File: src/rtl/mistura_pkg.sv
// Shared types and constants for the mixing-tank sequencer: state encoding,
// concentration width/limit and counter widths.
package mistura_pkg;

    localparam int CONC_W      = 7;
    localparam int FILL_CNT_W  = 16;
    localparam int MIX_CNT_W   = 16;
    localparam int DRAIN_CNT_W = 8;
    localparam int BATCH_CNT_W = 8;

    localparam logic [CONC_W-1:0] CONC_MAX = 7'd100;

    typedef enum logic [2:0] {
        S_IDLE,
        S_FILL,
        S_MIX,
        S_DRAIN,
        S_DONE,
        S_FAULT
    } state_t;

    // Concentrations are percentages; anything the sensor reports above 100 counts as 100.
    function automatic logic [CONC_W-1:0] sat_conc(input logic [CONC_W-1:0] v);
        return (v > CONC_MAX) ? CONC_MAX : v;
    endfunction

endpackage

File: src/rtl/sequenciador_mistura_dosagem.sv
// Dosing decision for the FILL phase: picks which inlet valves to open so the
// measured concentration of liquid A moves toward the latched target.
module dosagem
    import mistura_pkg::*;
(
    input  logic [CONC_W-1:0] conc,
    input  logic [CONC_W-1:0] target,
    output logic              valve_a,
    output logic              valve_b
);

    logic [CONC_W-1:0] conc_sat;
    logic [CONC_W-1:0] target_sat;

    // On target both liquids flow, except at the extremes where adding the
    // other liquid would immediately push the mix off a 0% or 100% target.
    always_comb begin
        conc_sat   = sat_conc(conc);
        target_sat = sat_conc(target);
        valve_a    = 1'b0;
        valve_b    = 1'b0;
        if (conc_sat < target_sat) begin
            valve_a = 1'b1;
        end else if (conc_sat > target_sat) begin
            valve_b = 1'b1;
        end else if (target_sat == CONC_MAX) begin
            valve_a = 1'b1;
        end else if (target_sat == '0) begin
            valve_b = 1'b1;
        end else begin
            valve_a = 1'b1;
            valve_b = 1'b1;
        end
    end

endmodule

File: src/rtl/sequenciador_mistura.sv
// Batch sequencer for a two-liquid mixing tank: fill to level, mix for a fixed
// time, drain past the minimum sensor, count completed batches.
module sequenciador_mistura
    import mistura_pkg::*;
#(
    parameter int MIX_CYCLES   = 16,
    parameter int DRAIN_TAIL   = 8,
    parameter int FILL_TIMEOUT = 1000
) (
    input  logic                   clk,
    input  logic                   rst,
    input  logic                   start,
    input  logic                   abort,
    input  logic                   L,
    input  logic                   M,
    input  logic [CONC_W-1:0]      C,
    input  logic [CONC_W-1:0]      D,
    output logic                   A,
    output logic                   B,
    output logic                   R,
    output logic                   E,
    output logic                   busy,
    output logic                   done,
    output logic                   fault,
    output logic [BATCH_CNT_W-1:0] batch_cnt
);

    localparam logic [FILL_CNT_W-1:0]  FILL_LAST  = FILL_CNT_W'(FILL_TIMEOUT - 1);
    localparam logic [MIX_CNT_W-1:0]   MIX_LAST   = MIX_CNT_W'(MIX_CYCLES - 1);
    localparam logic [DRAIN_CNT_W-1:0] DRAIN_LAST = DRAIN_CNT_W'(DRAIN_TAIL);

    state_t                   state, state_nx;
    logic [CONC_W-1:0]        dl, dl_nx;
    logic [FILL_CNT_W-1:0]    fill_cnt, fill_nx;
    logic [MIX_CNT_W-1:0]     mix_cnt, mix_nx;
    logic [DRAIN_CNT_W-1:0]   drain_cnt, drain_nx;
    logic                     tail_on, tail_nx;
    logic                     aborted, aborted_nx;
    logic [BATCH_CNT_W-1:0]   batch_nx;

    logic dose_a, dose_b;
    logic a_nx, b_nx, r_nx, e_nx, busy_nx, done_nx, fault_nx;

    // Fed with the next-cycle target so the valves are already right in the
    // first FILL cycle, when the target is being latched from D.
    dosagem u_dosagem (
        .conc    (C),
        .target  (dl_nx),
        .valve_a (dose_a),
        .valve_b (dose_b)
    );

    always_ff @(posedge clk) begin
        if (rst) begin
            state     <= S_IDLE;
            dl        <= '0;
            fill_cnt  <= '0;
            mix_cnt   <= '0;
            drain_cnt <= '0;
            tail_on   <= 1'b0;
            aborted   <= 1'b0;
            batch_cnt <= '0;
            A         <= 1'b0;
            B         <= 1'b0;
            R         <= 1'b0;
            E         <= 1'b0;
            busy      <= 1'b0;
            done      <= 1'b0;
            fault     <= 1'b0;
        end else begin
            state     <= state_nx;
            dl        <= dl_nx;
            fill_cnt  <= fill_nx;
            mix_cnt   <= mix_nx;
            drain_cnt <= drain_nx;
            tail_on   <= tail_nx;
            aborted   <= aborted_nx;
            batch_cnt <= batch_nx;
            A         <= a_nx;
            B         <= b_nx;
            R         <= r_nx;
            E         <= e_nx;
            busy      <= busy_nx;
            done      <= done_nx;
            fault     <= fault_nx;
        end
    end

    // Any batch that was aborted or faulted is marked so DONE skips the count.
    always_comb begin
        state_nx   = state;
        dl_nx      = dl;
        fill_nx    = fill_cnt;
        mix_nx     = mix_cnt;
        drain_nx   = drain_cnt;
        tail_nx    = tail_on;
        aborted_nx = aborted;
        batch_nx   = batch_cnt;

        unique case (state)
            S_IDLE: begin
                if (start && !abort) begin
                    state_nx   = S_FILL;
                    dl_nx      = sat_conc(D);
                    fill_nx    = '0;
                    aborted_nx = 1'b0;
                end
            end
            S_FILL: begin
                if (abort) begin
                    state_nx   = S_DRAIN;
                    aborted_nx = 1'b1;
                end else if (L) begin
                    state_nx = S_MIX;
                    mix_nx   = '0;
                end else if (fill_cnt == FILL_LAST) begin
                    state_nx   = S_FAULT;
                    aborted_nx = 1'b1;
                end else begin
                    fill_nx = fill_cnt + 1'b1;
                end
            end
            S_MIX: begin
                if (abort) begin
                    state_nx   = S_DRAIN;
                    aborted_nx = 1'b1;
                end else if (!M) begin
                    state_nx   = S_FAULT;
                    aborted_nx = 1'b1;
                end else if (mix_cnt == MIX_LAST) begin
                    state_nx = S_DRAIN;
                end else begin
                    mix_nx = mix_cnt + 1'b1;
                end
            end
            S_DRAIN: begin
                // The tail starts on the first M=0 and is not re-armed if M bounces.
                if (tail_on || !M) begin
                    if (drain_cnt == DRAIN_LAST) begin
                        state_nx = S_DONE;
                        if (!aborted) begin
                            batch_nx = batch_cnt + 1'b1;
                        end
                    end else begin
                        drain_nx = drain_cnt + 1'b1;
                        tail_nx  = 1'b1;
                    end
                end
            end
            S_DONE: begin
                state_nx = S_IDLE;
            end
            S_FAULT: begin
                if (abort) begin
                    state_nx = S_DRAIN;
                end
            end
            default: begin
                state_nx = S_IDLE;
            end
        endcase

        if (state_nx == S_DRAIN && state != S_DRAIN) begin
            drain_nx = '0;
            tail_nx  = 1'b0;
        end
    end

    // Outputs follow the state being entered, so E is never high together
    // with an inlet valve or the mixer.
    always_comb begin
        a_nx     = 1'b0;
        b_nx     = 1'b0;
        r_nx     = 1'b0;
        e_nx     = 1'b0;
        busy_nx  = (state_nx != S_IDLE);
        done_nx  = (state_nx == S_DONE);
        fault_nx = (state_nx == S_FAULT);
        unique case (state_nx)
            S_FILL: begin
                a_nx = dose_a;
                b_nx = dose_b;
                r_nx = M;
            end
            S_MIX: begin
                r_nx = 1'b1;
            end
            S_DRAIN, S_FAULT: begin
                e_nx = 1'b1;
            end
            default: begin
                e_nx = 1'b0;
            end
        endcase
    end

endmodule

File: config.mk
export PLATFORM = sky130hd
export DESIGN_NAME = sequenciador_mistura
export DESIGN_NICKNAME = d
export VERILOG_FILES = /design/src/rtl/mistura_pkg.sv /design/src/rtl/sequenciador_mistura_dosagem.sv /design/src/rtl/sequenciador_mistura.sv
export SDC_FILE = /design/constraint.sdc
export NUM_CORES = 1
export LEC_CHECK = 0
export BUFFER_PORTS_ARGS = -buffer_cell sky130_fd_sc_hd__buf_4
export CAP_MARGIN = 20
export CORE_ASPECT_RATIO = 0.75
export CORE_MARGIN = 3
export CORE_UTILIZATION = 55
export CTS_BUF_LIST = sky130_fd_sc_hd__clkbuf_2
export CTS_CLUSTER_DIAMETER = 80
export DETAILED_ROUTE_END_ITERATION = 7
export PLACE_DENSITY = 0.83
export SYNTH_ARGS = -nofsm -noshare
export SYNTH_HDL_FRONTEND = slang
export SYNTH_SLANG_ARGS = --single-unit
File: constraint.sdc
create_clock -name clk -period 5 [get_ports clk]
set_clock_uncertainty 0.05 [all_clocks]
set_input_delay 0.25 -clock clk [delete_from_list [all_inputs] [get_ports clk]]
set_output_delay 0.25 -clock clk [all_outputs]
set_load 0.005 [all_outputs]
# Yosys cells after proc, flatten, opt, wreduce, memory -nomap -nowiden
# Cells that the tools add are included.
# word_totals
word_cells	114
register_bits	67
output_inout_bits	15
# classes
reduce_logical	20
add_sub_neg	4
eq_ne	25
n_mux	42
n_bitwise	3
n_lt_le_gt_ge	5
# ops
cell	count
$mux 16	9
$pmux 16 s2	2
$mux 7	5
$add 16x1->16 const B	2
$mux 3	10
$gt 7x7->1 const B	3
$add 8x1->8 const B	2
$eq 16x10->1 const B	1
$eq 16x4->1 const B	1
$ne 2x2->1 const B	8
$pmux 3 s5	1
$mux 1	13
$eq 3x2->1 const B	4
$reduce_and 5->1	2
$eq 3x3->1 const B	3
$ne 3x3->1 const B	3
$eq 8x4->1 const B	1
$eq 7x7->1 const B	1
$gt 7x7->1	1
$logic_not 7->1	1
$lt 7x7->1	1
$eq 3x1->1 const B	2
$reduce_and 6->1	1
$reduce_bool 3->1	2
13 further kinds	20

# Longest topological paths before layout
# logic_depth
word_depth	11
depth_mapped	14
mapped_depth_nobuf	11

# Modules after synthesis
# Synthesis repeated with hierarchy kept, for this count alone.
# unflattened
hier_cells	445
hier_area_um2	3583.4
# modules_own_cells
mod	cells_per_inst	area_each_um2	n_inst	seq_area_each_um2
sequenciador_mistura	404	3296.9	1	1341.3
dosagem	41	286.5	1	0.0

# Worst setup path before layout
# No wires, ideal clock.
# synth_timing
kind	reg-to-reg
from	register state[2]
to	register A
setup_ps	86
setup_slack_ps	1966
n_path_buf	3
path_stages_with_launch	15
t_arrival_ps	2899
path_cell_list	dfxtp_1 buf_2 or4b_4 or2_0 clkbuf_1 buf_2 nand3_1 a21o_1 nand2_1 ha_1 a21o_1 a21oi_1 nor2b_1 or3_1 a211oi_1
# synth_via
elab_chain_len	9
elab_cells_between_ends	30
classes_between	order compare (3); eq/ne (6); mux (17); bitwise (1); reduce/logical (3)
# synth_rtl
item	line	rtl
start, declared	sequenciador_mistura.sv:32	state_t state, state_nx;
start signal, assigned	sequenciador_mistura.sv:71	state <= state_nx;
branches (longest 9 deep; another with $gt 7x7->1)	--	
end signal, assigned	sequenciador_mistura.sv:79	A <= a_nx;
end, declared	sequenciador_mistura.sv:18	output logic A,
# Several ways; the timed one is not identified.
# A chain may end at the register's enable or synchronous reset.

# Worst setup path after layout
# Ends and elaborated chain as after synthesis.

==> results.sh <==
export IMPL_status="completed"
export IMPL_insertion_delay_ps=500
export IMPL_drt_iter0_drc=284
export IMPL_antenna_found_initial=0
export IMPL_slew_headroom=0.3621
export IMPL_synthDistinctLibCells=60
export IMPL_layout_nets=498
export IMPL_worstMarginPinSlew_ps=956.9
export IMPL_hold_class="input pin to flip-flop"
export IMPL_final_cells=549
export IMPL_seqPwrFrac=0.521
export IMPL_syn_avg_cell_area_um2=8.202
export IMPL_worstPathRequired_ps=5360
export IMPL_arrival_ps=3780
export IMPL_cts_buffers=9
export IMPL_ir_drop_v=0.0002338
export IMPL_cts_tree="built"
export IMPL_switching_power_mw=0.3039
export IMPL_hold_violations=0
export IMPL_crit_slowest_cell="or4b_4"
export IMPL_tns_ps=0
export IMPL_period_minus_slack_ps=3419
export IMPL_p_int_mw=0.7759
export IMPL_cts_buffer_depth=2
export IMPL_async_reset_ff_frac=0
export IMPL_syn_instance_count=432
export IMPL_die_w_um=98.68
export IMPL_cellLeakagePower_nw=1.468
export IMPL_synth_nets=464
export IMPL_clkSlewWorstSetupHoldPaths_ps=180
export IMPL_ios=35
export IMPL_crit_fanout=14
export IMPL_crit_type="flip-flop to flip-flop"
export IMPL_yosysWarnings=0
export IMPL_critPathTopFamily="simple AND/OR/NAND/NOR gates"
export IMPL_area_growth_pct=13.56
export IMPL_rsz0062_at_grt="false"
export IMPL_hold_ws_ps=74.69
export IMPL_cts_root_buffer="clkbuf_2"
export IMPL_die_h_um=75.51
export IMPL_power_share_clock=0.337
export IMPL_slew_viol_final=0
export IMPL_power_mw=1.080
export IMPL_io_buffers=34
export IMPL_min_period_over_period=0.6837
export IMPL_timing_fmax_mhz=292.5
export IMPL_place_congestion=0.8888
export IMPL_syn_area_mm2=0.003543
export IMPL_vias=3306
export IMPL_max_cap_violations=0
export IMPL_postCtsSetupBuffers=0
export IMPL_placed_cells=526
export IMPL_avgRoutedWirePerCell_um=14.34
export IMPL_yosys_register_bits=67
export IMPL_finalSetupViolations=0
export IMPL_std_cell_rows=24
export IMPL_coreArea_mm2=0.006036
export IMPL_cp_common_cell="a21o_1"
export IMPL_grt_total_usage=0.2201
export IMPL_h_tree_depth=3
export IMPL_start_kind="flip-flop"
export IMPL_fin_util=0.6667
export IMPL_routed_wirelength_um=7875
export IMPL_synth_edf_count=0
export IMPL_crit_buf_inv=0
export IMPL_critical_path_max_stage_delay_ps=590
export IMPL_grt_pass1_wl_um=13300
export IMPL_grt_start_max_net_pins=30
export IMPL_via_per_inst=6.022
export IMPL_r2r_slack_ps=1580
export IMPL_powerDensity_mw_per_mm2=268.3
export IMPL_antenna_cells=0
export IMPL_drive_gt1_frac=0.1316
export IMPL_hpwlAfterDp_um=5634
export IMPL_postRouteAntennaNets=0
export IMPL_overflow=0
export IMPL_cp_end_kind="flip-flop"
export IMPL_worstPathCellList="or4b_4, or2_0, o221ai_1, a21o_1, nand2_1, ha_1, a21o_1, a21oi_1, nor2b_1, or3_1, a211oi_1"
export IMPL_ys_seq_area_frac=0.3785
export IMPL_grt_pass1_vias=2932
export IMPL_power_switching_share=0.2814
export IMPL_p_comb_frac=0.142
export IMPL_die_area_mm2=0.007451
export IMPL_synth_ff_type="dfxtp_1"
export IMPL_start_util=0.5871
export IMPL_drc=0
export IMPL_dr_pass1_iters=5
export IMPL_cts_sinks=67
## worst min-delay path, stage by stage
cell	delay, ps
buf_4	90
a22o_1	130
and2_1	120
## Yosys cell counts (all sizes together) (3+ instances only)
library cell	number	area, um^2
or4	13	101.4
o21ai	20	100.1
nand3	28	140.1
nand4b	3	26.28
o211ai	3	22.52
clkbuf	10	37.54
nand2b	5	31.28
dfxtp	67	1341
a31oi	3	18.77
nor2b	6	37.54
ha	12	150.1
or3	16	100.1
nor4b	3	32.53
nor4	6	37.54
and2	9	56.30
nor3b	6	45.04
and3	3	18.77
nand4	11	68.82
a21oi	35	178.9
nor3	11	55.05
xor2	8	70.07
mux2i	5	50.05
o31ai	8	60.06
xnor2	8	70.07
inv	9	33.78
o21a	5	37.54
nand2	37	138.9
nor2	43	163.9
or2	5	33.79
buf	8	47.54
## per-layer routing
| metal | up-vias | wire length, um | global-route usage |
|---|---|---|---|
| met5 | - | 0 | 0 |
| met4 | 0 | 76 | 0.08485 |
| met3 | 8 | 642 | 0.06679 |
| met1 | 1509 | 3810 | 0.2995 |
| met2 | 133 | 3345 | 0.3326 |
| li1 | 1656 | - | - |
## flip-flops by register name, indices dropped and copies added, names as in the netlist, 3 cells and up
signal	cells
fill_cnt	16
mix_cnt	16
batch_cnt	8
drain_cnt	8
dl	7
state	3
## through the flow
step / setup slack (ps) / area, um^2
CTS: 1604 / 3999
global placement: 1744 / 3811
detailed placement: 1660 / 3811
global route: 1366 / 4024
floorplan: 1966 / 3543
finish: 1581 / 4024
## logic make-up after synthesis
logic type      share of synthesized area
flops                              0.3785
xor+xnor                          0.03955
simple gates                       0.3231
buf+inv                           0.03354
fa+ha+maj                         0.04237
mux                               0.01412
compound gates                     0.1688
## final cells by class
class                           count  area (um^2)
Multi-Input combinational cell    338         2083
Inverter                            9        33.78
Clock buffer                        9        45.04
Timing Repair Buffer               41        330.3
Sequential cell                    67         1341
Clock inverter                      7        92.59
Tap cell                           78        97.59
Fill cell                         499         2012
## what timing repair did
item | 4_1_cts | 5_1_grt
hold buffers | 5 | 1
hold endpoints to repair | 5 | 3
resized for setup | 0 | 0
## cells in the final DEF, fill, tap and decap left out, types with 5 or more instances in the layout
| master | Yosys | layout |
|---|---|---|
| dlygate4sd3_1 | 0 | 6 |
| o21a_1 | 5 | 5 |
| or4_1 | 12 | 12 |
| nor2_1 | 42 | 42 |
| o21ai_1 | 8 | 8 |
| nand2_1 | 37 | 37 |
| nand3_1 | 28 | 28 |
| or3_1 | 16 | 16 |
| clkbuf_2 | 0 | 9 |
| inv_1 | 9 | 9 |
| nor3_1 | 11 | 11 |
| dfxtp_1 | 67 | 67 |
| ha_1 | 12 | 12 |
| o31ai_1 | 8 | 8 |
| xnor2_1 | 8 | 8 |
| nand4_1 | 11 | 11 |
| nand2b_1 | 5 | 5 |
| nor4_1 | 6 | 6 |
| nor2b_1 | 6 | 6 |
| and2_1 | 9 | 9 |
| a21oi_1 | 34 | 34 |
| o21ai_0 | 12 | 12 |
| nor3b_1 | 6 | 6 |
| buf_4 | 1 | 34 |
| mux2i_1 | 5 | 5 |
| xor2_1 | 8 | 8 |
## worst paths after layout
path / from / endpoint / depth (start not counted)
min reg2reg: fill_cnt[15] / fill_cnt[15] / 2
max reg2reg: state[2] / A / 11
min: D[0] / dl[0] / 3
max: state[2] / A / 11
## power by group through the flow
stage	Sequential (mW)	Clock (mW)	Combinational [mW]
2_1_floorplan	0.566	0	0.108
3_3_place_gp	0.573	0	0.144
3_5_place_dp	0.573	0	0.146
4_1_cts	0.563	0.368	0.150
5_1_grt	0.566	0.395	0.172
6_report	0.563	0.364	0.153
Note: power is estimated with default switching activity, not from simulation.
